### src/rtl/dma_axi_rd_if.sv
// Read-side AXI master for the DMA read streamer.
// Takes one burst request at a time, issues it on AR, forwards R beats to the
// shift aligner with backpressure, pulses finish at burst end and keeps a
// sticky record of the first response/length/ID error.
module dma_axi_rd_if #(
    parameter int DATA_W = 512,
    parameter int ADDR_W = 32,
    parameter int ID_W   = 4,
    parameter int AXI_ID = 0
) (
    input  logic              clk,
    input  logic              rstn,
    input  logic              stream_req_valid_i,
    input  logic [ADDR_W-1:0] stream_req_addr_i,
    input  logic [7:0]        stream_req_alen_i,
    input  logic [2:0]        stream_req_size_i,
    output logic              stream_resp_ready_o,
    output logic              stream_resp_finish_o,
    output logic              m_arvalid_o,
    input  logic              m_arready_i,
    output logic [ADDR_W-1:0] m_araddr_o,
    output logic [7:0]        m_arlen_o,
    output logic [2:0]        m_arsize_o,
    output logic [1:0]        m_arburst_o,
    output logic [ID_W-1:0]   m_arid_o,
    input  logic              m_rvalid_i,
    output logic              m_rready_o,
    input  logic [DATA_W-1:0] m_rdata_i,
    input  logic [1:0]        m_rresp_i,
    input  logic              m_rlast_i,
    input  logic [ID_W-1:0]   m_rid_i,
    output logic [DATA_W-1:0] rd_data_o,
    output logic              rd_valid_o,
    output logic              rd_last_o,
    input  logic              rd_ready_i,
    output logic              err_valid_o,
    output logic [1:0]        err_src_o,
    output logic [ADDR_W-1:0] err_addr_o,
    input  logic              err_clr_i
);

    typedef enum logic [1:0] {
        IDLE = 2'd0,
        AR   = 2'd1,
        RD   = 2'd2
    } state_t;

    localparam logic [1:0] SRC_NONE   = 2'd0;
    localparam logic [1:0] SRC_SLVERR = 2'd1;
    localparam logic [1:0] SRC_DECERR = 2'd2;
    localparam logic [1:0] SRC_LENID  = 2'd3;

    state_t     state;
    logic [7:0] beat_cnt;
    logic       in_rd;
    logic       beat;
    logic       cnt_last;
    logic       term;
    logic       len_err;
    logic       id_err;
    logic [1:0] beat_src;
    logic       err_new;

    // The AR fields double as the burst descriptor registers (alen lives in m_arlen_o).
    assign in_rd     = (state == RD);
    assign beat      = in_rd && m_rvalid_i && rd_ready_i;
    assign cnt_last  = (beat_cnt == m_arlen_o);
    // An early rlast ends the burst as well as the internal count reaching alen.
    assign term      = beat && (cnt_last || m_rlast_i);
    assign len_err   = (m_rlast_i != cnt_last);
    assign id_err    = (m_rid_i != ID_W'(AXI_ID));
    assign err_new   = beat && (beat_src != SRC_NONE);

    assign stream_resp_ready_o = (state == IDLE);
    assign m_arburst_o         = 2'b01;
    assign m_arid_o            = ID_W'(AXI_ID);
    assign m_rready_o          = in_rd && rd_ready_i;
    assign rd_valid_o          = in_rd && m_rvalid_i;
    assign rd_data_o           = m_rdata_i;
    assign rd_last_o           = in_rd && cnt_last;

    // Classify the current beat's error, LEN/ID taking priority over DECERR over SLVERR.
    always_comb begin
        beat_src = SRC_NONE;
        if (len_err || id_err) begin
            beat_src = SRC_LENID;
        end else if (m_rresp_i == 2'b11) begin
            beat_src = SRC_DECERR;
        end else if (m_rresp_i == 2'b10) begin
            beat_src = SRC_SLVERR;
        end
    end

    // Burst FSM: accept request, hold AR until handshake, count R beats, pulse finish.
    always_ff @(posedge clk or negedge rstn) begin
        if (!rstn) begin
            state                <= IDLE;
            beat_cnt             <= '0;
            m_arvalid_o          <= 1'b0;
            m_araddr_o           <= '0;
            m_arlen_o            <= '0;
            m_arsize_o           <= '0;
            stream_resp_finish_o <= 1'b0;
        end else begin
            stream_resp_finish_o <= 1'b0;
            case (state)
                IDLE: begin
                    if (stream_req_valid_i) begin
                        m_araddr_o  <= stream_req_addr_i;
                        m_arlen_o   <= stream_req_alen_i;
                        m_arsize_o  <= stream_req_size_i;
                        beat_cnt    <= '0;
                        m_arvalid_o <= 1'b1;
                        state       <= AR;
                    end
                end
                AR: begin
                    if (m_arready_i) begin
                        m_arvalid_o <= 1'b0;
                        state       <= RD;
                    end
                end
                RD: begin
                    if (beat) begin
                        beat_cnt <= beat_cnt + 8'd1;
                    end
                    if (term) begin
                        stream_resp_finish_o <= 1'b1;
                        state                <= IDLE;
                    end
                end
                default: begin
                    m_arvalid_o <= 1'b0;
                    state       <= IDLE;
                end
            endcase
        end
    end

    // Sticky error: first error wins until cleared; a clear coinciding with a new error keeps the new one.
    always_ff @(posedge clk or negedge rstn) begin
        if (!rstn) begin
            err_valid_o <= 1'b0;
            err_src_o   <= SRC_NONE;
            err_addr_o  <= '0;
        end else if (err_new && (!err_valid_o || err_clr_i)) begin
            err_valid_o <= 1'b1;
            err_src_o   <= beat_src;
            err_addr_o  <= m_araddr_o;
        end else if (err_clr_i) begin
            err_valid_o <= 1'b0;
            err_src_o   <= SRC_NONE;
            err_addr_o  <= '0;
        end
    end

endmodule
### config.mk
export PLATFORM = sky130hd
export DESIGN_NAME = dma_axi_rd_if
export DESIGN_NICKNAME = d
export VERILOG_FILES = /design/src/rtl/dma_axi_rd_if.sv
export SDC_FILE = /design/constraint.sdc
export NUM_CORES = 1
export LEC_CHECK = 0
export CAP_MARGIN = 20
export CORE_AREA = 2 2 458 460
export DETAILED_ROUTE_END_ITERATION = 8
export DIE_AREA = 0 0 460 462
export HOLD_SLACK_MARGIN = 0.05
export PLACE_DENSITY_LB_ADDON = 0.05
export SLEW_MARGIN = 10
export SYNTH_ARGS = -nofsm -noshare
export SYNTH_HDL_FRONTEND = slang
export SYNTH_SLANG_ARGS = --single-unit
### constraint.sdc
create_clock -name clk -period 3.2 [get_ports clk]
set_input_delay 0.64 -clock clk [delete_from_list [all_inputs] [get_ports clk]]
set_output_delay 0.64 -clock clk [all_outputs]
set_load 0.02 [all_outputs]
# After elaboration in Yosys (flattened, before gate mapping)
# Index checks and enable logic that the tools add are counted.
[classes] n_addsub=1 bitwise=1 n_reduce_logical=20 mux=21 n_eq_ne=10
[op_table] operator="two-way mux 32 bit" n=2
[op_table] operator="two-way mux 8 bit" n=2
[op_table] operator="case mux 8 bit (2 select lines)" n=1
[op_table] operator="two-way mux 2 bit" n=7
[op_table] operator="AND reduction 3 bit" n=3
[op_table] operator="adder 8 x 1 -> 8 bit, second input constant" n=1
[op_table] operator="equality test 8 bit" n=1
[op_table] operator="logical AND 1 bit" n=7
[op_table] operator="two-way mux 1 bit" n=7
[op_table] operator="equality test 2 bit, second input constant" n=3
[op_table] operator="case mux 2 bit (3 select lines)" n=1
[op_table] operator="nonzero test 2 bit" n=3
[op_table] operator="!= test 2 x 1 -> 1 bit, second input constant" n=2
[op_table] operator="!= test 2 bit, second input constant" n=2
[op_table] operator="nonzero test 4 bit" n=1
[op_table] operator="logical OR 1 bit" n=3
[op_table] operator="case mux 1 bit (3 select lines)" n=1
[op_table] operator="equality test 2 x 1 -> 1 bit, second input constant" n=1
[op_table] operator="logical NOT 2 bit" n=1
[op_table] operator="AND reduction 2 bit" n=1
[op_table] operator="logical NOT 1 bit" n=1
[op_table] operator="!= test 1 bit" n=1
[op_table] operator="NOT 1 bit" n=1
[totals] inputBits=569 output_inout_bits=602 register_bits=90 elab_cells=63

# Longest topological paths before layout
[depth] depth_word=8 depth_mapped=8

# Worst setup path before layout
# OpenSTA, ideal clock, no wires.
[synth_timing] path_type="register -> register" start="reg m_arlen_o[1]" end="reg err_addr_o[10]" slack_ns=0.906 t_arrival_ns=2.173 setup_time_ns=0.122 path_stages_with_launch=9 required_ns=3.078 n_path_buf=2 synth_period_minus_slack_ns=2.294 cell_sequence="dfrtp_1 xor2_1 nor4_1 nand2_1 ha_1 o311a_1 buf_6 buf_6 a32o_1"
[synth_between] elab_chain_cells=8
[synth_lines] element="start: declaration" line="22" text="output logic [7:0] m_arlen_o,"
[synth_lines] element="start signal: assignment" line="110" text="m_arlen_o <= stream_req_alen_i;"
[synth_lines] element="equality test 8 bit (*)" line="67" text="assign cnt_last = (beat_cnt == m_arlen_o);"
[synth_lines] element="!= test 1 bit (*)" line="70" text="assign len_err = (m_rlast_i != cnt_last);"
[synth_lines] element="logical OR 1 bit (*)" line="85" text="if (len_err || id_err) begin"
[synth_lines] element="two-way mux 2 bit (*)" line="85"
[synth_lines] element="nonzero test 2 bit (*)" line="72" text="assign err_new = beat && (beat_src != SRC_NONE);"
[synth_lines] element="logical AND 1 bit (*)" line="72"
[synth_lines] element="logical AND 1 bit (*)" line="146" text="end else if (err_new && (!err_valid_o || err_clr_i)) begin"
[synth_lines] element="two-way mux 32 bit or nonzero test 2 bit (tied branches)"
[synth_lines] element="end signal: assignment" line="149" text="err_addr_o <= m_araddr_o;"
[synth_lines] element="end: declaration" line="38" text="output logic [ADDR_W-1:0] err_addr_o,"
# Every way passes the cells marked *; elsewhere a longest branch is shown, timed or not.
# A chain may end at the register's enable or synchronous reset.

# Worst setup path after layout
[layout_timing] start="reg beat_cnt[3]" end="out rd_last_o"
[layout_between] elab_chain_cells=2
[layout_lines] element="start: declaration" line="54" text="logic [7:0] beat_cnt;"
[layout_lines] element="start signal: assignment" line="125" text="beat_cnt <= beat_cnt + 8'd1;"
[layout_lines] element="equality test 8 bit" line="67"
[layout_lines] element="logical AND 1 bit" line="80" text="assign rd_last_o = in_rd && cnt_last;"
[layout_lines] element="end: declaration" line="34" text="output logic rd_last_o,"
# No other way between the ends.

==> results.tsv <==
stage	metric	value	unit
status	status	finished, final reports clean	
routing	Vias	4139	
routing	via-per-instance ratio	1.28	
floorplanning	Die Ht	462	um
cts	clock transition at the registers of the reported paths	0.10	ns
timing	post-route clock period utilization	0.936	
routing	router iterations before antenna repair	4	
floorplanning	die width	460	um
grt	number of global-route vias before repair	4747	
setup_path	Reg2Reg Depth	7	
cts	Clock Sinks	90	
pwr	Sw Share	0.456	
pwr	power per cell area	631	nW/um^2
layout	post-layout instance count excluding filler cells	3233	
pwr	Seq pwr share	0.341	
grt	GRT Overall Usage	0.0446	
setup_path	Critical Path RT	2.56	ns
synthesis	post-synthesis register bit count	90	
timing	Worst Tran Pin Value	0.846	ns
pwr	combinational share of power	0.416	
timing	final setup fails	0	
floorplanning	die area	213000	sq um
synthesis	Post-Synthesis Cells	873	
min_path	worst hold path class	primary input to asynchronous set/reset pin	
setup_path	critical path launch point	beat_cnt[3]$_DFFE_PN0P_	
timing	WHS	0.189	ns
layout	fillers	24700	
routing	DR DRC count	0	
cts	postcts setup bufs	0	
grt	initial antenna violation count	14	
placement	DP HPWL	38300	um
synthesis	Yosys cell types	34	
floorplanning	Core Area	208000	sq um
setup_path	Critical Path End	rd_last_o	
layout	Final nets	1074	
timing	Hold Fails Final Rpt	0	
timing	fin. max-slew vios	0	
synthesis	Synth Cell Area	7620	sq um
layout	commonest cells after routing, fill and taps aside	clkdlybuf4s50_1, nand2_1, dfrtp_1, a32o_1, buf_4	
layout	Syn-to-layout area delta	17.3	%
timing	Fmax	334	MHz
setup_path	arrival time worst endpoint	2.35	ns
routing	wire length per cell	15.0	um
synthesis	sequential share of the synthesized area	0.296	
timing	setup ws final	0.206	ns
setup_path	Crit. End Element	primary output	
cts	Clock Latency Late Sink	0.45	ns
timing	total negative slack	0	ns
cts	worst-case clock buffer depth	2	
placement	placed cells	3212	
setup_path	crit-path max FO	2	
setup_path	reg2reg start	beat_cnt[3]$_DFFE_PN0P_	
grt	global-route wire length before repair	57900	um
setup_path	critical path cell sequence	xor2_1 > nor4_2 > and3b_1 > clkdlybuf4s50_1	
flow_run	max_cap viols	0	
timing	Clock Skew	0.0221	ns
placement	pre-CTS setup slack	0.330	ns
timing	unrepaired setup endpoints after global routing	false	
placement	gpl congestion	0.578	
synthesis	warnings from Yosys	0	
floorplanning	I/O pin cnt	1171	
routing	Final ANT Viol Nets	0	
cts	Clock H-tree levels	3	
timing	min cycle time layout	2.99	ns
layout	share of cells above drive strength 1	0.0866	
floorplanning	row count	168	
cts	CTS Buf Count	9	
pwr	internal power	3070	uW
setup_path	flop2flop setup slack	0.58	ns
routing	final WL	48500	um
grt	pin count of the biggest net entering global routing	53	
setup_path	Worst Setup Start Kind	flop	
cts	TritonCTS clock tree	yes	
cts	CTS root buffer	clkbuf_16	
pwr	Clock Power Share	0.243	
pwr	Net Switching	2570	uW
pwr	Pleak	0.00262	uW
pwr	worst vdd ir	0.000292	V
setup_path	RR Endpoint	err_addr_o[8]$_DFFE_PN0P_	
setup_path	critical path class	flop to primary output	
floorplanning	Initial Util	0.0366	
setup_path	critical path's slowest cell	clkdlybuf4s50_1	
timing	Slew headroom	0.436	
layout	commonest non-fill, non-tap cell in the layout	clkdlybuf4s50_1	
placement	port buffer count	140	
synthesis	Mapped Avg Cell Area	8.73	sq um
grt	GRT overflow	0	
setup_path	Crit path largest cell delay	0.66	ns
routing	First DRT Iteration DRCs	161	
-- repair_timing --
action                                  4_1_cts  5_1_grt
gates resized for setup                       2        0
endpoints found under the setup margin        1        0
hold buffers                                  0        0
-- final cells by class --
cell class / count / area, sq um / area share
diodes: 5 / 12.5 / 0.00140
clock buffers: 11 / 253 / 0.0283
clock inverters: 5 / 61.3 / 0.00686
inverters: 7 / 27.5 / 0.00308
multi-input cells: 238 / 1350 / 0.151
flip-flops and latches: 90 / 2250 / 0.252
well taps: 2720 / 3400 / 0.381
repair buffers: 157 / 1580 / 0.177
-- power groups by stage --
stage | clock, uW | sequential, uW | combinational [uW]
2_1_floorplan | 0 | 2130 | 1540
3_3_place_gp | 0 | 2010 | 2510
3_5_place_dp | 0 | 2010 | 2480
4_1_cts | 1580 | 1990 | 2500
5_1_grt | 1550 | 2020 | 2590
6_report | 1370 | 1920 | 2350
-- per-layer routing --
| layer | track usage | routed length (um) |
|---|---|---|
| met1 | 0.0351 | 13700 |
| met2 | 0.0744 | 23700 |
| met3 | 0.0312 | 7520 |
| met4 | 0.0370 | 3430 |
| met5 | 0.00339 | 148 |
-- registers in the layout (all words and copies together) (netlist names) --
name	flops
m_arsize_o	3
err_valid_o	1
stream_resp_finish_o	1
beat_cnt	8
m_araddr_o	32
m_arvalid_o	1
err_src_o	2
state	2
err_addr_o	32
m_arlen_o	8
-- cells in the mapped netlist --
cell	count	area, sq um
and4b_1	1	10.0
nand2b_1	4	25.0
nand2_1	134	503
buf_4	518	3890
nor4_1	2	12.5
inv_1	6	22.5
or3b_2	2	17.5
mux2i_1	2	20.0
o311a_1	1	10.0
a21oi_1	7	35.0
xor2_1	8	70.1
ha_1	2	25.0
clkbuf_1	14	52.6
or3_1	3	18.8
nor2_1	5	18.8
nand4_1	2	12.5
buf_6	7	78.8
nand4b_1	1	8.76
nor2b_1	1	6.26
buf_2	2	10.0
o311ai_4	1	26.3
dfrtp_1	90	2250
conb_1	2	7.51
nor3b_1	1	7.51
buf_1	1	3.75
and3b_1	1	8.76
nor3_1	1	5.00
or4_1	3	22.5
or4_4	1	11.3
o21ai_0	7	35.0
o31ai_1	3	22.5
clkinv_1	1	3.75
a32o_1	34	340
nand3_1	5	25.0
-- per-stage QoR --
stage / power [uW] / util / cell area [sq um]
2_1_floorplan: 3660 / - / 7630
3_3_place_gp: 4530 / 0.0413 / 8600
3_5_place_dp: 4480 / 0.0413 / 8600
4_1_cts: 6070 / 0.0429 / 8930
5_1_grt: 6160 / 0.0429 / 8930
6_report: 5640 / 0.0430 / 8940
-- critical path, delay by kind of cell, from the launching register on --
kind / cells / cell delay [ns]
simple gates: 2 / 0.69
buf+inv: 1 / 0.66
flops: 1 / 0.39
xor+xnor: 1 / 0.18
-- cells by family (layout without fill, tap and decap cells) --
logic type | count (synthesis) | in the layout | share of synthesized area
AOI/OAI and AO/OA | 53 | 53 | 0.0616
xor gates and xnor gates | 8 | 8 | 0.00920
adders and majority gates | 2 | 2 | 0.00328
buffers and inverters | 549 | 180 | 0.533
DFF | 90 | 90 | 0.296
muxes | 2 | 2 | 0.00263
other | 2 | 11 | 0.000986
and+or+nand+nor | 167 | 167 | 0.0936
-- how the worst min path moves through the flow --
stage / from / cells after the start / slack [ns] / endpoint
after CTS: rstn / 1 / 0.20 / err_valid_o$_DFFE_PN0P_
after global routing: rstn / 1 / 0.22 / err_valid_o$_DFFE_PN0P_
final: rstn / 1 / 0.19 / err_valid_o$_DFFE_PN0P_
after detailed placement: m_arsize_o[0]$_DFFE_PN0P_ / 2 / 0.47 / m_arsize_o[0]$_DFFE_PN0P_
after global placement: m_arsize_o[0]$_DFFE_PN0P_ / 2 / 0.48 / m_arsize_o[0]$_DFFE_PN0P_
after floorplan: rstn / 0 / 0.34 / beat_cnt[0]$_DFFE_PN0P_
No activity file was read; power rests on OpenSTA's default activity.
